--- src/rtl/dot_product_pkg.sv ---
// Shared types and helpers for the dot-product MAC.
package dot_product_pkg;

  typedef enum logic [1:0] {
    IDLE,
    BUSY,
    HOLD
  } state_t;

  function automatic int default_res_w(input int width, input int n);
    return 2 * width + $clog2(n) + 4;
  endfunction

endpackage

--- src/rtl/dot_product_lanes.sv ---
// Combinational sum of P element products for one chunk, extended to SUM_W bits.
module dot_product_lanes #(
  parameter int WIDTH  = 8,
  parameter int P      = 2,
  parameter int SIGNED = 0,
  parameter int SUM_W  = 24
) (
  input  logic [WIDTH*P-1:0] a_chunk,
  input  logic [WIDTH*P-1:0] b_chunk,
  output logic [SUM_W-1:0]   sum
);

  logic [SUM_W-1:0] ea;
  logic [SUM_W-1:0] eb;

  // Operands are widened before multiplying so the truncated product is exact mod 2^SUM_W.
  always_comb begin
    sum = '0;
    ea  = '0;
    eb  = '0;
    for (int unsigned i = 0; i < P; i++) begin
      if (SIGNED != 0) begin
        ea = SUM_W'($signed(a_chunk[i*WIDTH +: WIDTH]));
        eb = SUM_W'($signed(b_chunk[i*WIDTH +: WIDTH]));
      end else begin
        ea = SUM_W'(a_chunk[i*WIDTH +: WIDTH]);
        eb = SUM_W'(b_chunk[i*WIDTH +: WIDTH]);
      end
      sum = sum + ea * eb;
    end
  end

endmodule

--- src/rtl/dot_product_mac.sv ---
// Multi-cycle dot-product MAC with optional accumulation onto the last delivered result.
// Define DOT_PRODUCT_MAC_SAT_EN to saturate on accumulator overflow and report out_ovf.
module dot_product_mac
  import dot_product_pkg::*;
#(
  parameter int WIDTH  = 8,
  parameter int N      = 4,
  parameter int P      = 2,
  parameter int SIGNED = 0,
  parameter int RES_W  = default_res_w(WIDTH, N)
) (
  input  logic                 clk,
  input  logic                 rst,
  input  logic                 in_valid,
  output logic                 in_ready,
  input  logic [WIDTH*N-1:0]   A_vec,
  input  logic [WIDTH*N-1:0]   B_vec,
  input  logic                 in_acc,
  output logic [RES_W-1:0]     result,
  output logic                 out_valid,
  input  logic                 out_ready,
  output logic                 out_ovf
);

  if (N % P != 0) begin : g_bad_lanes
    $error("dot_product_mac: N must be a multiple of P");
  end

  localparam int CHUNKS = N / P;
  localparam int CW     = (CHUNKS > 1) ? $clog2(CHUNKS) : 1;
`ifdef DOT_PRODUCT_MAC_SAT_EN
  localparam int SUM_W  = RES_W + 1;
`else
  localparam int SUM_W  = RES_W;
`endif

  state_t               state;
  state_t               next_state;
  logic [CW-1:0]        cnt;
  logic                 last_chunk;
  logic [WIDTH*N-1:0]   a_q;
  logic [WIDTH*N-1:0]   b_q;
  logic [RES_W-1:0]     acc;
  logic [RES_W-1:0]     acc_next;
  logic [RES_W-1:0]     last_res;
  logic [SUM_W-1:0]     lane_sum;

  assign in_ready   = (state == IDLE);
  assign out_valid  = (state == HOLD);
  assign result     = acc;
  assign last_chunk = (cnt == CW'(CHUNKS - 1));

  dot_product_lanes #(
    .WIDTH  (WIDTH),
    .P      (P),
    .SIGNED (SIGNED),
    .SUM_W  (SUM_W)
  ) u_lanes (
    .a_chunk (a_q[cnt*P*WIDTH +: P*WIDTH]),
    .b_chunk (b_q[cnt*P*WIDTH +: P*WIDTH]),
    .sum     (lane_sum)
  );

  always_ff @(posedge clk or posedge rst) begin
    if (rst) state <= IDLE;
    else     state <= next_state;
  end

  always_comb begin
    next_state = state;
    case (state)
      IDLE:    if (in_valid)   next_state = BUSY;
      BUSY:    if (last_chunk) next_state = HOLD;
      HOLD:    if (out_ready)  next_state = IDLE;
      default:                 next_state = IDLE;
    endcase
  end

`ifdef DOT_PRODUCT_MAC_SAT_EN
  logic [SUM_W-1:0] acc_ext;
  logic [SUM_W-1:0] total;
  logic             step_ovf;
  logic             ovf_q;

  // One guard bit above RES_W exposes unsigned carry-out or signed sign disagreement.
  always_comb begin
    acc_ext  = (SIGNED != 0) ? {acc[RES_W-1], acc} : {1'b0, acc};
    total    = acc_ext + lane_sum;
    step_ovf = 1'b0;
    acc_next = total[RES_W-1:0];
    if (SIGNED != 0) begin
      if (total[RES_W] != total[RES_W-1]) begin
        step_ovf = 1'b1;
        acc_next = total[RES_W] ? {1'b1, {(RES_W-1){1'b0}}} : {1'b0, {(RES_W-1){1'b1}}};
      end
    end else if (total[RES_W]) begin
      step_ovf = 1'b1;
      acc_next = '1;
    end
  end

  always_ff @(posedge clk or posedge rst) begin
    if (rst) begin
      ovf_q <= 1'b0;
    end else if (state == IDLE && in_valid) begin
      ovf_q <= 1'b0;
    end else if (state == BUSY) begin
      ovf_q <= ovf_q | step_ovf;
    end
  end

  assign out_ovf = ovf_q;
`else
  always_comb begin
    acc_next = acc + lane_sum;
  end

  assign out_ovf = 1'b0;
`endif

  always_ff @(posedge clk or posedge rst) begin
    if (rst) begin
      a_q      <= '0;
      b_q      <= '0;
      cnt      <= '0;
      acc      <= '0;
      last_res <= '0;
    end else begin
      case (state)
        IDLE: begin
          if (in_valid) begin
            a_q <= A_vec;
            b_q <= B_vec;
            cnt <= '0;
            acc <= in_acc ? last_res : '0;
          end
        end
        BUSY: begin
          acc <= acc_next;
          cnt <= cnt + 1'b1;
        end
        HOLD: begin
          if (out_ready) last_res <= acc;
        end
        default: ;
      endcase
    end
  end

endmodule
--- config.mk ---
export PLATFORM = sky130hd
export DESIGN_NAME = dot_product_mac
export DESIGN_NICKNAME = d
export VERILOG_FILES = /design/src/rtl/dot_product_pkg.sv /design/src/rtl/dot_product_lanes.sv /design/src/rtl/dot_product_mac.sv
export SDC_FILE = /design/constraint.sdc
export NUM_CORES = 1
export LEC_CHECK = 0
export ABC_AREA = 1
export BUFFER_PORTS_ARGS = -buffer_cell sky130_fd_sc_hd__buf_2
export CAP_MARGIN = 20
export CORE_MARGIN = 4
export CORE_UTILIZATION = 56
export DETAILED_ROUTE_END_ITERATION = 10
export PLACE_DENSITY = 0.78
export SETUP_SLACK_MARGIN = 0.2
export SYNTH_ARGS = -nofsm -noshare
export SYNTH_HDL_FRONTEND = slang
export SYNTH_HIERARCHICAL = 1
export SYNTH_SLANG_ARGS = --single-unit
--- constraint.sdc ---
create_clock -name clk -period 7.1 [get_ports clk]
set_input_delay 0.355 -clock clk [delete_from_list [all_inputs] [get_ports clk]]
set_output_delay 0.355 -clock clk [all_outputs]
set_load 0.005 [all_outputs]
==> out/qor.yml, run 1 <==
start_kind: "flop"
cts_tree: "built"
yosysTopAreaCell: "dfrtp_1"
synth_top_area_share_pct: 25.1
period_minus_slack_ns: 6.69
numCtsBuffers: 9
syn_area_per_cell_um2: 7.11
met1_usage_pct: 37.8
start_util_pct: 56.8
synth_edf_count: 0
num_vias: 9586
gp_congestion: 0.950
antennaDiodeCount: 0
critPathMaxStageDelay_ns: 0.54
overflow: 0
clkTransAtPathRegs_ns: 0.08
busiest_layer: "met1"
ioPinCount: 94
maxCapViolations: 0
yosysSeqAreaShare_pct: 25.1
crit_family: "adder cells"
nNetsFinal: 1884
route.detailed.drc: 0
fp-row-count: 51
die_area_mm2: 0.0220
cp.required_ns: 7.40
hp-class: "in -> async"
synthArstFlopShare_pct: 100
finalSetupViolCount: 0
dieWidth_um: 148
report.final.hold_viol_count: 0
drtAntennaViolNets: 0
critPathSlowestCell: "fa_1"
synth.distinct_cells: 35
num-fill-cells: 1764
path_max_fanout: 31
rsz0062_at_grt: "yes"
clock-root-buffer: "clkbuf_16"
fin_ws_ns: 0.411
totalWireLength_mm: 26.7
pre_cts_ws_ns: 0.0193
met3_usage_pct: 3.41
relSlewSlack_pct: 38.8
netlist_area_mm2: 0.0111
first_iter_violations: 712
critical_path_arrival_ns: 6.98
ys_seq_elements: 111
grt_max_degree: 86
clock_sinks: 111
cpMostUsedCell: "fa_1"
synth_flop_cell: "dfrtp_1"
antenna_found_initial: 0
instances_no_fill: 1901
clk-insertion-delay-late_ns: 0.37
coreArea_mm2: 0.0195
area_growth_pct: 12.2
status: "completed"
synth_area_leaders: "dfrtp_1 (25%), nand2_1 (20%), fa_1 (18%)"
period_share_pct: 94.2
clock-skew-final_ns: 0.0103
worstMarginPinSlew_ns: 0.916
syn_inst: 1555
vias_per_cell: 5.04
grt_usage_pct: 24.6
cts_max_path_buffers: 2
setup_tns_ns: 0
critPathCaptureType: "flop"
met2_usage_pct: 37.0
port_buffers: 92
cts_max_level: 3
wl_per_cell_um: 14.0
dp.cells: 1874
drive_above_1_share_pct: 13.1
dp_hpwl_mm: 21.5
slew_viol_final: 0
postLayoutCoreUtil_pct: 63.7
critical_path_buf_inv_count: 6
die_h_um: 148
ys_warn_count: 6
worst-setup-path-type: "reg -> reg"
cts_hold_buffers: 0
first_pass_iters: 5
grt_pass1_wl_mm: 44.0
max_freq_ghz: 0.150
first_global_vias: 9181
-- area by class of cell --
type / instances / area, µm² / share of cell area [%]
inverter: 349 / 1320 / 10.6
clock inverter: 7 / 76.3 / 0.615
sequential: 111 / 2780 / 22.4
clock buffer: 9 / 225 / 1.82
tap: 265 / 332 / 2.67
timing repair buffer: 132 / 777 / 6.27
multi-input combinational: 1028 / 6900 / 55.6
-- synthesized netlist by cell type, types with 3 or more instances --
cell	n
nand2_1	587
inv_1	346
dfrtp_1	111
fa_1	98
ha_1	86
o21ai_0	64
clkbuf_1	45
a21oi_1	43
nand3_1	40
nor2_1	37
buf_2	15
xor2_1	9
nand3b_1	8
a21boi_1	7
a22oi_1	7
buf_4	7
nand4_1	5
a21oi_2	4
nand2_2	4
nand3_2	4
xnor2_1	4
buf_1	3
nor2_2	3
-- worst paths after layout --
path,end,start,cells past startpoint,slack (ns)
max in group asynchronous,cnt$_DFFE_PP0P_,rst,3,5.76
worst min-delay path,result[21]$_DFFE_PP0P_,rst,2,0.02
worst min register to register,a_q[22]$_DFFE_PP0P_,a_q[22]$_DFFE_PP0P_,2,0.48
worst max register to register,result[19]$_DFFE_PP0P_,cnt$_DFFE_PP0P_,29,0.41
worst max-delay path,result[19]$_DFFE_PP0P_,cnt$_DFFE_PP0P_,29,0.41
min in group clk,b_q[27]$_DFFE_PP0P_,B_vec[27],3,0.17
-- sequential cells by signal, indices dropped and copies added, names as in the netlist --
name	cells
state	2
result	22
a_q	32
b_q	32
cnt	1
last_res	22
-- cells by family after synthesis --
kind of cell / Yosys count / synth area share, %
flops: 111 / 25.1
fa+ha+maj: 184 / 27.5
buf+inv: 420 / 14.7
other cells: 2 / 0.0680
simple gates: 694 / 25.0
compound gates: 131 / 6.51
xor+xnor: 13 / 1.03
-- stage by stage --
| step | hold WS, ns | instance area [µm²] |
|---|---|---|
| floorplan | 0.449 | 11100 |
| global placement | 0.432 | 11800 |
| detailed placement | 0.442 | 11800 |
| CTS | 0.0418 | 12100 |
| global route | 0.0679 | 12400 |
| finish | 0.0246 | 12400 |
-- cells in the final DEF (no fill, tap or decap), drive strengths merged --
cell    netlist  layout
a21boi        9       9
conb          2       6
fa           98      98
or2           1       1
buf          26     132
nor3          4       4
o22ai         1       1
nand4         5       5
nor2         41      41
o21ai        64      64
o211ai        2       2
a21oi        47      47
clkbuf       45       9
clkinv        1       2
xor2          9       9
dfrtp       111     111
ha           86      86
xnor2         4       4
nand2       591     591
inv         348     354
nand3        44      44
o21bai        1       1
a22oi         7       7
nand3b        8       8
-- routing by layer --
layer / up-vias / wire length, µm
met5: - / 0
met4: 0 / 426
met3: 35 / 1550
met2: 285 / 11900
met1: 4558 / 12800
li1: 4708 / -
-- repair_timing --
action / 4_1_cts / 5_1_grt
gates cloned: 0 / 0
pin swaps: 0 / 13
buffers inserted: 0 / 11
gates resized for setup: 9 / 58
setup endpoints to repair: 11 / 15
Power of run 1 is left out: the tool's default activity adds up to more than one toggle a clock period on the data nets, which glitch-free logic cannot reach.
==> run 2, diff against run 1 <==
Settings changed: CORE_UTILIZATION 56 to 57, CTS_BUF_LIST set to sky130_fd_sc_hd__clkbuf_2, PLACE_DENSITY 0.78 to 0.8.
==> out/qor.yml, run 2 (synthesized netlist as in run 1, its figures left out) <==
worst-setup-path-type: "reg -> reg"
hp-class: "in -> reg"
worstMarginPinSlew_ns: 0.915
path_max_fanout: 8
start_kind: "flop"
grt_max_degree: 86
overflow: 0
die_area_mm2: 0.0217
critPathMaxStageDelay_ns: 0.57
clk-insertion-delay-late_ns: 0.70
coreArea_mm2: 0.0189
port_buffers: 92
hp-start: "in_valid"
cp.required_ns: 7.76
clkTransAtPathRegs_ns: 0.37
num_vias: 10056
r2r_start: "cnt$_DFFE_PP0P_"
final_common_cell: "nand2_1"
ioPinCount: 94
wl_per_cell_um: 15.1
nNetsFinal: 1956
clock_sinks: 111
fp-row-count: 50
period_share_pct: 94.2
instances_no_fill: 1971
drive_above_1_share_pct: 15.8
cts_max_path_buffers: 2
slew_viol_final: 0
route.detailed.drc: 0
critPathCaptureType: "flop"
first_iter_violations: 760
first_global_vias: 9787
antenna_found_initial: 3
postLayoutCoreUtil_pct: 69.8
num-fill-cells: 1487
rsz0062_at_grt: "yes"
first_pass_iters: 7
cts_tree: "built"
die_h_um: 147
startpoint: "cnt$_DFFE_PP0P_"
biggestRegsByFlops: "a_q x32, b_q x32"
status: "completed"
start_util_pct: 58.5
relSlewSlack_pct: 38.9
dieWidth_um: 147
area_growth_pct: 19.3
clock-skew-final_ns: 0.0429
numCtsBuffers: 9
grt_pass1_wl_mm: 48.0
cts_max_level: 3
dp.cells: 1865
setup_tns_ns: 0
clock-root-buffer: "clkbuf_2"
critPathSlowestCell: "dfrtp_2"
worst_hold_slack_ns: 0.203
dp_hpwl_mm: 21.0
gp_congestion: 0.947
drtAntennaViolNets: 0
grt_usage_pct: 27.4
maxCapViolations: 0
finalSetupViolCount: 0
max_freq_ghz: 0.149
critical_path_arrival_ns: 7.36
report.final.hold_viol_count: 0
vias_per_cell: 5.10
period_minus_slack_ns: 6.69
totalWireLength_mm: 29.7
final_cell_mix: "nand2_1 (551), inv_1 (340), dfrtp_1 (110)"
## run 2: cell types whose count changed in the layout (fill, tap and decap cells not counted), sizes merged
cell	before	now
clkinv	2	4
clkbuf	9	10
diode	0	3
buf	132	136
inv	354	352
dlygate4sd3	0	67
## run 2: worst paths after layout
kind                       slack [ns]                      to  cells past startpoint
hold reg to reg                  0.52     b_q[17]$_DFFE_PP0P_                      2
setup reg to reg                 0.41  result[20]$_DFFE_PP0P_                     30
hold / removal                   0.20      a_q[3]$_DFFE_PP0P_                      5
setup / recovery                 0.41  result[20]$_DFFE_PP0P_                     30
max in group asynchronous        5.57         cnt$_DFFE_PP0P_                      4
min in group asynchronous        0.23  result[21]$_DFFE_PP0P_                      3
## run 2: what timing repair did
action                                  CTS  global route
endpoints found under the setup margin   14            15
pin swaps                                 1            33
hold buffers                             67             0
resized for setup                        23           109
endpoints found under the hold margin   112             0
cloned                                    0             1
buffers inserted                          2            17
## run 2: worst max-delay path, delay by kind of cell (launching register included)
kind / cells / cell delay, ns
AND/OR/NAND/NOR: 13 / 1.25
adder cells (fa/ha/maj): 8 / 3.74
flip-flops: 1 / 0.57
AO/OA/AOI/OAI: 3 / 0.59
buffers and inverters: 6 / 0.54
## run 2: per-stage QoR
stage,instance area [µm²],worst slack (ns)
floorplan,11100,0.549
global placement,11700,-0.100
detailed placement,11700,-0.132
CTS,12600,0.247
global route,13200,0.102
finish,13200,0.408
## run 2: cell type report
| type | instances | area [µm²] | share of cell area, % |
|---|---|---|---|
| multi-input combinational | 1028 | 7140 | 54.1 |
| sequential | 111 | 2780 | 21.1 |
| timing repair buffer | 204 | 1500 | 11.4 |
| inverter | 349 | 1310 | 9.96 |
| tap | 260 | 325 | 2.47 |
| clock inverter | 7 | 81.3 | 0.617 |
| clock buffer | 9 | 45.0 | 0.342 |
| antenna | 3 | 7.51 | 0.0569 |
## run 2: layer usage
metal / up-vias / GRT usage (%) / part of all wire, %
li1: 4857 / - / -
met1: 4717 / 39.6 / 44
met2: 402 / 42.3 / 46
met3: 80 / 4.01 / 7.0
met4: 0 / 9.65 / 3.2
met5: - / 0 / 0
Power of run 2 is left out for the same reason.
